`config.mk`:
```
export PLATFORM = sky130hd
export DESIGN_NAME = adder_arbiter
export DESIGN_NICKNAME = d
export VERILOG_FILES = /design/src/rtl/adder_ctrl_pkg.sv /design/src/rtl/n_ripple_carry_adder.sv /design/src/rtl/adder_arbiter.sv
export SDC_FILE = /design/constraint.sdc
export NUM_CORES = 1
export LEC_CHECK = 0
export BUFFER_PORTS_ARGS = -buffer_cell sky130_fd_sc_hd__buf_2
export CORE_MARGIN = 2
export CORE_UTILIZATION = 52
export CTS_CLUSTER_DIAMETER = 200
export DETAILED_ROUTE_END_ITERATION = 7
export GPL_TIMING_DRIVEN = 0
export PLACE_DENSITY = 0.82
export REMOVE_ABC_BUFFERS = 1
export SYNTH_ARGS = -nofsm -noshare
export SYNTH_HDL_FRONTEND = slang
export SYNTH_SLANG_ARGS = --single-unit
```
`constraint.sdc`:
```
create_clock -name clk -period 6.1 [get_ports clk]
set_input_delay 0.915 -clock clk [delete_from_list [all_inputs] [get_ports clk]]
set_output_delay 0.915 -clock clk [all_outputs]
set_load 0.1 [all_outputs]
```
`src/rtl/adder_ctrl_pkg.sv`:
```
// Shared control definitions for the adder arbiter slice.
//   ADDER_BITS : default operand width of the shared adder
//   state_t    : arbiter FSM encoding (IDLE / COMPUTE / RESP)
package adder_ctrl_pkg;

    localparam int ADDER_BITS = 4;

    typedef enum logic [1:0] {
        IDLE    = 2'd0,
        COMPUTE = 2'd1,
        RESP    = 2'd2
    } state_t;

endpackage

```
`src/rtl/n_ripple_carry_adder.sv`:
```
// BITS-bit ripple-carry adder.
// Ports:
//   ops : packed operands {ci, a, b}; ci is the MSB, b occupies the low BITS bits
//   sum : BITS+1 result {carry_out, sum}
module n_ripple_carry_adder
    import adder_ctrl_pkg::*;
#(
    parameter int BITS = ADDER_BITS
) (
    input  logic [2*BITS:0] ops,
    output logic [BITS:0]   sum
);

    always_comb begin
        logic c;
        sum = '0;
        c   = ops[2*BITS];
        for (int i = 0; i < BITS; i++) begin
            sum[i] = ops[BITS+i] ^ ops[i] ^ c;
            c      = (ops[BITS+i] & ops[i]) | (c & (ops[BITS+i] ^ ops[i]));
        end
        sum[BITS] = c;
    end

endmodule

```
`src/rtl/adder_arbiter.sv`:
```
// Round-robin arbiter sharing one ripple-carry adder between two requesters.
// Ports:
//   clk, rst                    : clock, synchronous active-high reset
//   reqN_valid / reqN_ready     : request handshake per requester (ready is combinational)
//   reqN_a, reqN_b, reqN_ci     : operands and carry-in per requester
//   rsp_valid / rsp_ready       : response handshake
//   rsp_id                      : requester that issued the result
//   rsp_sum                     : registered {carry_out, sum}
module adder_arbiter
    import adder_ctrl_pkg::*;
#(
    parameter int BITS = ADDER_BITS
) (
    input  logic            clk,
    input  logic            rst,
    input  logic            req0_valid,
    output logic            req0_ready,
    input  logic [BITS-1:0] req0_a,
    input  logic [BITS-1:0] req0_b,
    input  logic            req0_ci,
    input  logic            req1_valid,
    output logic            req1_ready,
    input  logic [BITS-1:0] req1_a,
    input  logic [BITS-1:0] req1_b,
    input  logic            req1_ci,
    output logic            rsp_valid,
    input  logic            rsp_ready,
    output logic            rsp_id,
    output logic [BITS:0]   rsp_sum
);

    state_t          state;
    logic            last_grant;
    logic            cur_id;
    logic            pick1;
    logic            accept;
    logic [BITS-1:0] a_p0;
    logic [BITS-1:0] b_p0;
    logic            ci_p0;
    logic [BITS:0]   sum_p0;

    // Requester 1 wins when it is the only one valid, or on a tie when
    // requester 0 was granted last.
    always_comb begin
        pick1      = req1_valid && (!req0_valid || !last_grant);
        accept     = (state == IDLE) && !rst && (req0_valid || req1_valid);
        req0_ready = accept && !pick1;
        req1_ready = accept && pick1;
    end

    // Stage p0: operands of the granted requester, held for the adder
    always_ff @(posedge clk) begin
        if (accept) begin
            a_p0  <= pick1 ? req1_a  : req0_a;
            b_p0  <= pick1 ? req1_b  : req0_b;
            ci_p0 <= pick1 ? req1_ci : req0_ci;
        end
    end

    n_ripple_carry_adder #(
        .BITS (BITS)
    ) u_adder (
        .ops ({ci_p0, a_p0, b_p0}),
        .sum (sum_p0)
    );

    // Reset clears the response as well, so an operation in flight is dropped.
    always_ff @(posedge clk) begin
        if (rst) begin
            state      <= IDLE;
            last_grant <= 1'b1;
            cur_id     <= 1'b0;
            rsp_valid  <= 1'b0;
            rsp_id     <= 1'b0;
            rsp_sum    <= '0;
        end else begin
            case (state)
                IDLE: begin
                    if (accept) begin
                        cur_id     <= pick1;
                        last_grant <= pick1;
                        state      <= COMPUTE;
                    end
                end
                COMPUTE: begin
                    rsp_sum   <= sum_p0;
                    rsp_id    <= cur_id;
                    rsp_valid <= 1'b1;
                    state     <= RESP;
                end
                RESP: begin
                    if (rsp_ready) begin
                        rsp_valid <= 1'b0;
                        state     <= IDLE;
                    end
                end
                default: state <= IDLE;
            endcase
        end
    end

endmodule

```
==> results.json <==
{
  "status": "finished clean",
  "synth-edff-count": 9,
  "crit_fanout": 11,
  "place_ws_ns": 2.93,
  "syn_area_per_cell_um2": 12.8,
  "num_vias": 618,
  "timing.max_cap.violations": 0,
  "antenna_cells": 0,
  "min_from": "cur_id",
  "synth_seq_cells": 20,
  "crit_arrival_ns": 2.22,
  "insertion_delay_ns": 0.30,
  "path_class": "primary input to primary output",
  "drtAntennaViolNets": 0,
  "hold_viol": 0,
  "num-fill-cells": 141,
  "leakage_uw": 0.000518,
  "avgViaCountPerCell": 4.72,
  "gp_congestion": 0.710,
  "cp.required_ns": 5.18,
  "clkTransAtPathRegs_ns": 0.11,
  "rr_startpoint": "a_p0[0]",
  "setup_viol": 0,
  "synth_area_um2": 946,
  "cts_tree": "done",
  "period_minus_slack_ns": 3.14,
  "yosysUniqueCellTypes": 22,
  "vdd_drop_max_mv": 0.155,
  "routed_wl_um": 1420,
  "synth.area.top_cells": "edfxtp_1, dfxtp_1, mux2_2, fa_1, a211oi_2",
  "postCtsSetupBuffers": 0,
  "fmax_ghz": 0.319,
  "io_buffer_count": 31,
  "setup_tns_ns": 0,
  "synth.most_common_cell": "dfxtp_1",
  "track_usage_pct": 16.4,
  "hold_buffers": 0,
  "clock-sinks": 20,
  "whs_path_depth": 1,
  "crit_path_end_kind": "primary output",
  "start_util_pct": 54.8,
  "grt_pass1_wl_um": 2370,
  "dieArea_um2": 2180,
  "row_count": 15,
  "die_w_um": 46.7,
  "worst_pin_slew_ns": 0.572,
  "synth_ff_type": "dfxtp_1",
  "area_growth_pct": 20.4,
  "power_density_nw_per_um2": 286,
  "grt_max_degree": 12,
  "overflow": 0,
  "yosysTopAreaCellShare_pct": 28.6,
  "antenna_found_initial": 0,
  "worst_setup_path_start_kind": "primary input",
  "ys_seq_area_share_pct": 51.9,
  "die_h_um": 46.7,
  "hpwl_um": 1110,
  "cts_buffer_depth": 2,
  "synth_warnings": 0,
  "synth_commonest_cells": "dfxtp_1, edfxtp_1, mux2_2",
  "hp-class": "register to register",
  "cts_max_level": 1,
  "relSlewSlack_pct": 61.6,
  "grt_pass1_vias": 584,
  "cts_buffers": 3,
  "reg2reg_to": "rsp_sum[3]",
  "syn_inst": 74,
  "drc": 0,
  "drive_above_1_share_pct": 49.1,
  "yosys.area.top_type": "edfxtp_1",
  "nets": 134,
  "ios": 32,
  "ctsResizeCount": 0,
  "route.detailed.wl_per_inst_um": 10.8,
  "slew_violations": 0,
  "fin_skew_ns": 0.00182,
  "min_to": "cur_id",
  "dr.pass1.iters": 4,
  "fin_ws_ns": 2.96,
  "rsz0062_at_grt": "no",
  "fin_crit_sh_pct": 51.4,
  "r2r_setup_slack_ns": 3.91,
  "synthArstFlopShare_pct": 0,
  "clock_tree.root_cell": "clkbuf_4",
  "fp.coreArea_um2": 1730,
  "reg2reg_depth": 8,
  "drt_iter0_markers": 3
}
## power breakdown
part           switching [µW]  internal (µW)  leakage (µW)  total [µW]
sequential               6.25            153      0.000175         159
combinational            63.0           27.5      0.000322        90.5
clock                    39.8           36.4     0.0000210        76.2
## worst max-delay path, cell delays in order
cell,delay (ns)
buf_2,0.11
a21boi_2,0.49
and3_2,0.29
buf_2,0.42
## cells by family after synthesis
logic type	count (synthesis)	share of synthesized area, %
simple gates	18	9.66
buf+inv	11	6.35
flops	20	51.9
compound gates	9	9.79
mux	12	13.9
fa+ha+maj	4	8.47
## cell type report
cell class | count | area, µm² | share of cell area [%]
clock buffers | 4 | 36.3 | 3.19
multi-input cells | 43 | 395 | 34.7
flip-flops and latches | 20 | 490 | 43.1
well taps | 25 | 31.3 | 2.75
repair buffers | 31 | 155 | 13.6
inverters | 8 | 30.0 | 2.64
## cells in the final DEF (no fill, tap or decap)
master / Yosys / routed
a21oi_1: 1 / 1
nor2b_1: 3 / 3
nand2_1: 2 / 2
dfxtp_1: 11 / 11
and3_2: 1 / 1
fa_1: 4 / 4
clkbuf_4: 0 / 3
nor3_1: 1 / 1
inv_1: 8 / 8
mux2_2: 9 / 9
edfxtp_1: 9 / 9
nor2b_2: 1 / 1
nor2_1: 8 / 8
clkbuf_8: 0 / 1
a21boi_2: 1 / 1
nor3b_1: 1 / 1
a221o_1: 1 / 1
a211oi_2: 3 / 3
o211a_1: 2 / 2
a31o_2: 1 / 1
nor2_2: 1 / 1
buf_2: 0 / 31
mux2i_1: 3 / 3
## layer usage
layer,share of wire (%),global-route usage [%],vias up
met5,0,0,-
met3,5.3,4.71,2
met2,49,24.7,19
li1,-,-,318
met4,1.5,10.0,0
met1,44,20.7,279
## flip-flops by register name, indices dropped and copies added, names as in the netlist
register	flops
rsp_sum	5
a_p0	4
b_p0	4
state	2
ci_p0	1
cur_id	1
last_grant	1
rsp_id	1
rsp_valid	1
## metrics by stage
step | hold slack (ns) | utilization (%) | total power [µW] | cells | cell area [µm²]
detailed placement | 0.478 | 63.8 | 254 | 127 | 1100
floorplan | 0.461 | - | 234 | 71 | 916
finish | 0.499 | 65.9 | 326 | 131 | 1140
global route | 0.516 | 65.9 | 344 | 131 | 1140
CTS | 0.505 | 65.9 | 330 | 131 | 1140
global placement | 0.468 | 63.8 | 252 | 127 | 1100
## worst max-delay path by stage
stage | startpoint | end | slack (ns)
finish | req1_valid | req1_ready | 2.96
global route | req1_valid | req1_ready | 2.85
CTS | req1_valid | req1_ready | 2.94
detailed placement | req1_valid | req1_ready | 2.93
global placement | req0_valid | req1_ready | 2.99
floorplan | rst | req0_ready | 2.48
(Power assumes the default switching activity.)
